--- src/rtl/seg7_scan_driver.sv ---
// Time-multiplexed, double-buffered scan driver for a 3-digit 7-segment display.
// Optional anti-ghosting dead time at the start of every slot: define SEG7_GHOST_BLANK_EN.
module seg7_scan_driver #(
  parameter int unsigned CLK_DIV        = 50000,
  parameter bit          SEG_ACTIVE_LOW = 1'b1,
  parameter bit          DIG_ACTIVE_LOW = 1'b1
) (
  input  logic       clk,
  input  logic       rst,
  input  logic [6:0] seg_in_hundreds,
  input  logic [6:0] seg_in_tens,
  input  logic [6:0] seg_in_ones,
  input  logic       update,
  output logic       update_ack,
  output logic [6:0] seg_out,
  output logic [2:0] digit_en,
  output logic       frame_tick
);

  localparam int unsigned     PW        = $clog2(CLK_DIV);
  localparam logic [PW-1:0]   PRESC_MAX = PW'(CLK_DIV - 1);
  localparam logic [6:0]      SEG_OFF   = {7{SEG_ACTIVE_LOW}};
  localparam logic [2:0]      DIG_OFF   = {3{DIG_ACTIVE_LOW}};

  typedef enum logic [1:0] {SlotHundreds, SlotTens, SlotOnes} slot_e;

  slot_e         slot_q, slot_d;
  logic [PW-1:0] presc_q, presc_d;
  logic          run_q, run_d;
  logic          pending_q, pending_d;
  logic [6:0]    sh_hun_q, sh_hun_d, sh_ten_q, sh_ten_d, sh_one_q, sh_one_d;
  logic [6:0]    seg_q, seg_d;
  logic [2:0]    dig_q, dig_d;
  logic          ack_q, ack_d;
  logic          tick_q, tick_d;
  logic          boundary;
  logic [6:0]    pattern;
  logic [2:0]    onehot;

  always_ff @(posedge clk) begin
    if (rst) begin
      slot_q    <= SlotHundreds;
      presc_q   <= '0;
      run_q     <= 1'b0;
      pending_q <= 1'b0;
      sh_hun_q  <= 7'h00;
      sh_ten_q  <= 7'h00;
      sh_one_q  <= 7'h00;
      seg_q     <= SEG_OFF;
      dig_q     <= DIG_OFF;
      ack_q     <= 1'b0;
      tick_q    <= 1'b0;
    end else begin
      slot_q    <= slot_d;
      presc_q   <= presc_d;
      run_q     <= run_d;
      pending_q <= pending_d;
      sh_hun_q  <= sh_hun_d;
      sh_ten_q  <= sh_ten_d;
      sh_one_q  <= sh_one_d;
      seg_q     <= seg_d;
      dig_q     <= dig_d;
      ack_q     <= ack_d;
      tick_q    <= tick_d;
    end
  end

  always_comb begin
    slot_d    = slot_q;
    presc_d   = presc_q;
    run_d     = 1'b1;
    pending_d = pending_q | update;
    sh_hun_d  = sh_hun_q;
    sh_ten_d  = sh_ten_q;
    sh_one_d  = sh_one_q;
    ack_d     = 1'b0;
    tick_d    = 1'b0;
    pattern   = 7'h00;
    onehot    = 3'b000;
    boundary  = run_q && (slot_q == SlotOnes) && (presc_q == PRESC_MAX);

    // The first cycle after reset only arms the scan; counting starts on the next one.
    if (run_q) begin
      if (presc_q == PRESC_MAX) begin
        presc_d = '0;
        case (slot_q)
          SlotHundreds: slot_d = SlotTens;
          SlotTens:     slot_d = SlotOnes;
          default:      slot_d = SlotHundreds;
        endcase
      end else begin
        presc_d = presc_q + 1'b1;
      end
    end

    if (boundary) begin
      tick_d    = 1'b1;
      pending_d = 1'b0;
      if (pending_q || update) begin
        sh_hun_d = seg_in_hundreds;
        sh_ten_d = seg_in_tens;
        sh_one_d = seg_in_ones;
        ack_d    = 1'b1;
      end
    end

    case (slot_d)
      SlotHundreds: begin pattern = sh_hun_d; onehot = 3'b100; end
      SlotTens:     begin pattern = sh_ten_d; onehot = 3'b010; end
      default:      begin pattern = sh_one_d; onehot = 3'b001; end
    endcase

    seg_d = pattern ^ SEG_OFF;
    dig_d = onehot ^ DIG_OFF;
`ifdef SEG7_GHOST_BLANK_EN
    if (presc_d == '0) begin
      seg_d = SEG_OFF;
      dig_d = DIG_OFF;
    end
`else
`endif
  end

  assign update_ack = ack_q;
  assign frame_tick = tick_q;
  assign seg_out    = seg_q;
  assign digit_en   = dig_q;

endmodule

--- config.mk ---
export PLATFORM = sky130hd
export DESIGN_NAME = seg7_scan_driver
export DESIGN_NICKNAME = d
export VERILOG_FILES = /design/src/rtl/seg7_scan_driver.sv
export SDC_FILE = /design/constraint.sdc
export NUM_CORES = 1
export LEC_CHECK = 0
export CORE_AREA = 2 2 73 75
export CTS_CLUSTER_DIAMETER = 100
export CTS_CLUSTER_SIZE = 10
export DETAILED_ROUTE_END_ITERATION = 6
export DIE_AREA = 0 0 75 77
export DONT_BUFFER_PORTS = 1
export REMOVE_ABC_BUFFERS = 1
export SLEW_MARGIN = 20
export SYNTH_ARGS = -nofsm -noshare
export SYNTH_HDL_FRONTEND = slang
export SYNTH_SLANG_ARGS = --single-unit
--- constraint.sdc ---
create_clock -name clk -period 3.2 [get_ports clk]
set_clock_uncertainty 0.1 [all_clocks]
set_input_delay 0.16 -clock clk [delete_from_list [all_inputs] [get_ports clk]]
set_output_delay 0.16 -clock clk [all_outputs]
set_load 0.005 [all_outputs]
# --- After elaboration in Yosys (flattened, before gate mapping) ---
# Index checks and enable logic that the tools add are counted.
op_classes:
  mux: 15
  n_shift: 0
  magnitude_cmp: 0
  reduce_logical: 7
  bitwise_logic: 4
  add_sub_neg: 1
  div_mod_pow: 0
  multipliers: 0
  eq_ne: 4
op_table:
  columns: ["op", "count"]
  rows:
  - ["two-way mux 7 bit", 6]
  - ["adder 16 x 1 -> 16 bit (second input constant)", 1]
  - ["equality test 16 bit (second input constant)", 1]
  - ["two-way mux 16 bit", 1]
  - ["case mux 7 bit (2 select lines)", 1]
  - ["NOT 7 bit", 1]
  - ["case mux 3 bit (2 select lines)", 1]
  - ["equality test 2 x 1 -> 1 bit (second input constant)", 2]
  - ["logical NOT 2 bit", 2]
  - ["two-way mux 2 bit", 2]
  - ["case mux 2 bit (2 select lines)", 1]
  - ["OR reduction 2 bit", 2]
  - ["two-way mux 1 bit", 3]
  - ["NOT 3 bit", 1]
  - ["equality test 2 bit (second input constant)", 1]
  - ["logical AND 1 bit", 2]
  - ["logical OR 1 bit", 1]
  - ["NOT 1 bit", 1]
  - ["bitwise OR 1 bit", 1]
totals:
  word_cells: 42
  romBits: 0
  latch_bits: 0
  mem_bits_rw: 0
  output_inout_bits: 12
  register_bits: 53
  memories: 0

# --- Logic depth before layout (Yosys ltp) ---
logic_depth:
  depth_word: 7
  ltp_mapped: 9

# --- Worst setup path before layout ---
# Ideal clock, no wire load.
synth_path:
  path_type: "reg2reg"
  start: "register presc_q[0]"
  end: "register sh_hun_q[0]"
  path_slack_ps: 1003
  arrival_ps: 1969
  setup_ps: 128
  n_path_buf: 3
  path_stages_with_launch: 10
  period_less_slack_ps: 2197
  cell_sequence: "dfxtp_1 > ha_1 > nand4_1 > or2_1 > buf_6 > nor4_4 > buf_6 > buf_12 > mux2i_1 > nor2_1"
synth_between:
  elab_chain_len: 3
synth_rtl:
  columns: ["item", "line_no", "rtl"]
  rows:
  - ["from (decl)", "28", "logic [PW-1:0] presc_q, presc_d;"]
  - ["from (signal assigned)", "55", "presc_q <= presc_d;"]
  - ["equality test 16 bit", "80", "boundary = run_q && (slot_q == SlotOnes) && (presc_q == PRESC_MAX);"]
  - ["logical AND 1 bit", "80", null]
  - ["two-way mux 7 bit", "96", "if (boundary) begin"]
  - ["to (signal assigned)", "58", "sh_hun_q <= sh_hun_d;"]
  - ["to (decl)", "31", "logic [6:0] sh_hun_q, sh_hun_d, sh_ten_q, sh_ten_d, sh_one_q, sh_one_d;"]
# No other way between the ends.
# A chain may end at the register's enable or synchronous reset.

# --- Worst setup path in the final report ---
layout_path:
  start: "register presc_q[0]"
  end: "register sh_one_q[1]"
layout_between:
  elab_chain_len: 3
layout_rtl:
  columns: ["item", "line_no", "rtl"]
  rows:
  - ["equality test 16 bit", "80", null]
  - ["logical AND 1 bit", "80", null]
  - ["two-way mux 7 bit", "96", null]
  - ["to (signal assigned)", "60", "sh_one_q <= sh_one_d;"]
  - ["to (decl)", "31", null]
# No other way between the ends.

==> results.txt <==
----------------------------------------------------
[Logic synthesis]
  Synth unique cells ... 46
  Syn Area/Cell ... 9.80 µm²
  Post-synthesis sequential area ratio ... 0.446
  Synth Register Bits ... 53
  Most instantiated flip-flop cell in the synthesis netlist ... sky130_fd_sc_hd__dfxtp_1
  Post-synthesis cell area ... 2380 µm²
  Number of flops mapped to enable cells by yosys ... 0
  Instance count of the mapped netlist ... 243
  Async set-or-reset flop fraction in the synthesized netlist ... 0
  Yosys synthesis warning count ... 0

[Detailed routing]
  Met2 wirelength from detailed routing ... 2.24 mm
  Total number of vias ... 1765
  Final routed wire length divided by cell count ... 14.3 µm
  Drc violations ... 0
  Total wire length after detailed routing ... 4.81 mm
  Drt first pass iters ... 6
  Metal-1 WL ... 2.27 mm
  Routed Antenna Nets ... 0
  Met3 WL ... 177 µm
  Highest signal layer in the routed design ... met4
  Routed via count divided by cell count ... 5.25
  1st-iter DRT viols ... 56

[STA]
  Hold violation count in the final report ... 0
  FMAX ... 0.342 GHz
  Period utilization ... 0.914
  Setup repair after global routing missed its margin ... no
  Clock period minus final worst setup slack ... 2.93 ns
  Tightest Pin Transition ... 0.792 ns
  Number of slew-limit violations in the final report ... 0
  Number of setup violations in the final report ... 0
  Setup total negative slack ... 0 ns
  Relative slew slack ... 0.471
  Final hold slack ... 0.171 ns

[Die]
  Core outline area ... 4980 µm²
  DIE HEIGHT ... 77 µm
  Io pins ... 36
  Initial Util ... 0.478
  Die area ... 5780 µm²
  Total number of placement rows ... 26
  Chip Width ... 75 µm

[Cells and area]
  Number of diodes added for antenna fixing ... 0
  Final net count ... 291
  Fraction of layout cells with a size suffix above 1 ... 0.109
  Most frequent standard cell in the layout excluding fill and tap cells ... sky130_fd_sc_hd__dfxtp_1
  Fill cell instance count of the final layout ... 476
  Area added between synthesis and finish ... 15.0%
  Commonest non-fill, non-tap cells in the layout ... 53 x sky130_fd_sc_hd__dfxtp_1, 49 x sky130_fd_sc_hd__nor2_1, 24 x sky130_fd_sc_hd__mux2i_1, 22 x sky130_fd_sc_hd__dlygate4sd3_1

[Clocking]
  Number of buffers inserted during clock tree synthesis ... 5
  # H-tree levels ... 2
  Clock tree from TritonCTS ... built
  Resized Gates After CTS ... 0
  Register clock-pin slew on the reported worst setup and hold paths ... 0.09 ns
  Buffer levels on the longest clock path ... 2
  CTS Root Cell ... sky130_fd_sc_hd__clkbuf_8
  Worst-Skew Late Latency ... 0.30 ns
  Total clock sinks ... 53

[Power and ir drop]
  Power density cells ... 401 nW/µm²
  Highest ir drop seen on vdd ... 0.194 mV
  Static leakage ... 0.930 nW

[Setup path]
  Required time of the critical path ... 3.30 ns
  Worst-case reg-to-reg path depth ... 8
  Kind of start point of the critical path ... flip-flop
  Maximum fanout along the worst path ... 17
  Critical path start-end classification ... flip-flop to flip-flop
  Type of destination of the critical path ... flip-flop
  Worst path arrival time ... 3.02 ns

[Min path]
  Number of cells on the worst hold path ... 4
  Tightest Hold Check Type ... input pin to flip-flop

[Placement]
  Placer congestion estimate ... 0.760
  HPWL reported at the end of detailed placement ... 3.24 mm
  Count of buffers from port buffering ... 0

[Global route]
  Via count of the first global-routing pass ... 1772
  All-Layer GR Usage ... 0.186
  Initial antenna violation count ... 0
  Global-route wire length before repair ... 8.29 mm
  Maximum number of pins on one net before global-route repair ... 30
  Remaining global-route overflow ... 0

[Run]
  Number of max-cap violations ... 0

[Outcome]
  Run status ... finished clean

----------------------------------------------------
-- area by class of cell --
class                      instances  area (µm²)  share of cell area
clock buffer                       7        86.3              0.0315
inverter                           3        11.3             0.00411
multi-input combinational        175        1230               0.449
sequential                        53        1060               0.388
tap                               70        87.6              0.0320
timing repair buffer              28         263              0.0960
-- cell usage after synthesis, drive strengths merged (2+ instances only) --
| cell | number | area share |
|---|---|---|
| o21ai | 6 | 0.013 |
| mux4 | 4 | 0.038 |
| nand3 | 10 | 0.021 |
| mux2i | 24 | 0.10 |
| dfxtp | 53 | 0.45 |
| mux2 | 4 | 0.019 |
| or2 | 6 | 0.016 |
| o21a | 2 | 0.0063 |
| nor2 | 50 | 0.082 |
| nor3 | 7 | 0.015 |
| and4 | 2 | 0.0074 |
| xnor2 | 6 | 0.022 |
| inv | 2 | 0.0032 |
| nand2 | 9 | 0.014 |
| a211o | 2 | 0.0074 |
| nand4b | 2 | 0.014 |
| nor4 | 2 | 0.014 |
| buf | 4 | 0.021 |
| clkbuf | 8 | 0.013 |
| nand2b | 7 | 0.018 |
| o311ai | 4 | 0.015 |
| xor2 | 10 | 0.037 |
| nand4 | 4 | 0.011 |
-- where the power goes --
part | internal [W] | leakage [nW] | total [W] | switching [W]
clock network | 0.000172 | 0.0443 | 0.000378 | 0.000206
registers | 0.000664 | 0.429 | 0.000669 | 0.00000527
logic | 0.0000288 | 0.458 | 0.0000514 | 0.0000226
total | 0.000865 | 0.930 | 0.00110 | 0.000234
-- through the flow --
stage / power [W] / instances / util / area [µm²] / setup WS, ns
6_report: 0.00110 / 336 / 0.550 / 2740 / 0.274
5_1_grt: 0.00114 / 336 / 0.550 / 2740 / 0.144
4_1_cts: 0.00111 / 334 / 0.548 / 2730 / 0.0476
3_5_place_dp: 0.000709 / 304 / 0.484 / 2410 / 0.642
3_3_place_gp: 0.000709 / 304 / 0.484 / 2410 / 0.717
2_1_floorplan: 0.000703 / 231 / - / 2300 / 0.256
-- path summary, 6_finish.rpt --
kind / start / end / slack (ns)
max reg2reg: presc_q[0]$_SDFFE_PP0P_ / sh_one_q[1]$_SDFF_PP0_ / 0.27
min: seg_in_hundreds[4] / seg_out[4]$_SDFF_PP1_ / 0.17
min reg2reg: sh_ten_q[1]$_SDFF_PP0_ / sh_ten_q[1]$_SDFF_PP0_ / 0.41
max: presc_q[0]$_SDFFE_PP0P_ / sh_one_q[1]$_SDFF_PP0_ / 0.27
-- what timing repair did --
item	CTS	global route
endpoints found under the hold margin	30	0
buffers inserted	0	2
endpoints found under the setup margin	0	1
hold buffers	23	0
-- layer usage --
layer,up-vias,GRT usage
met2,37,0.279
met4,0,0.0911
li1,889,-
met3,13,0.0381
met1,826,0.250
met5,-,0
-- logic make-up after synthesis --
logic type / share of synthesized area
xor gates and xnor gates: 0.0589
and+or+nand+nor: 0.228
DFF: 0.446
AOI/OAI and AO/OA: 0.0667
adders and majority gates: 0.00525
muxes: 0.158
buffers and inverters: 0.0384
-- sequential cells by signal, summed over array words and instances, names as in the netlist --
name,cells
digit_en,3
frame_tick,1
pending_q,1
presc_q,16
run_q,1
seg_out,7
sh_hun_q,7
sh_one_q,7
sh_ten_q,7
slot_q,2
update_ack,1
-- worst max-delay path, stage by stage, from the launching register on --
cell and delay [ns]:
sky130_fd_sc_hd__dfxtp_1 0.41, sky130_fd_sc_hd__ha_1 0.21, sky130_fd_sc_hd__nand4_1 0.15, sky130_fd_sc_hd__or2_1 0.40, sky130_fd_sc_hd__nor4_4 0.33, sky130_fd_sc_hd__buf_4 0.36, sky130_fd_sc_hd__mux2i_1 0.23, sky130_fd_sc_hd__nor2_1 0.05
sky130_fd_sc_hd__dlygate4sd3_1 0.56
(Power assumes the default switching activity.)
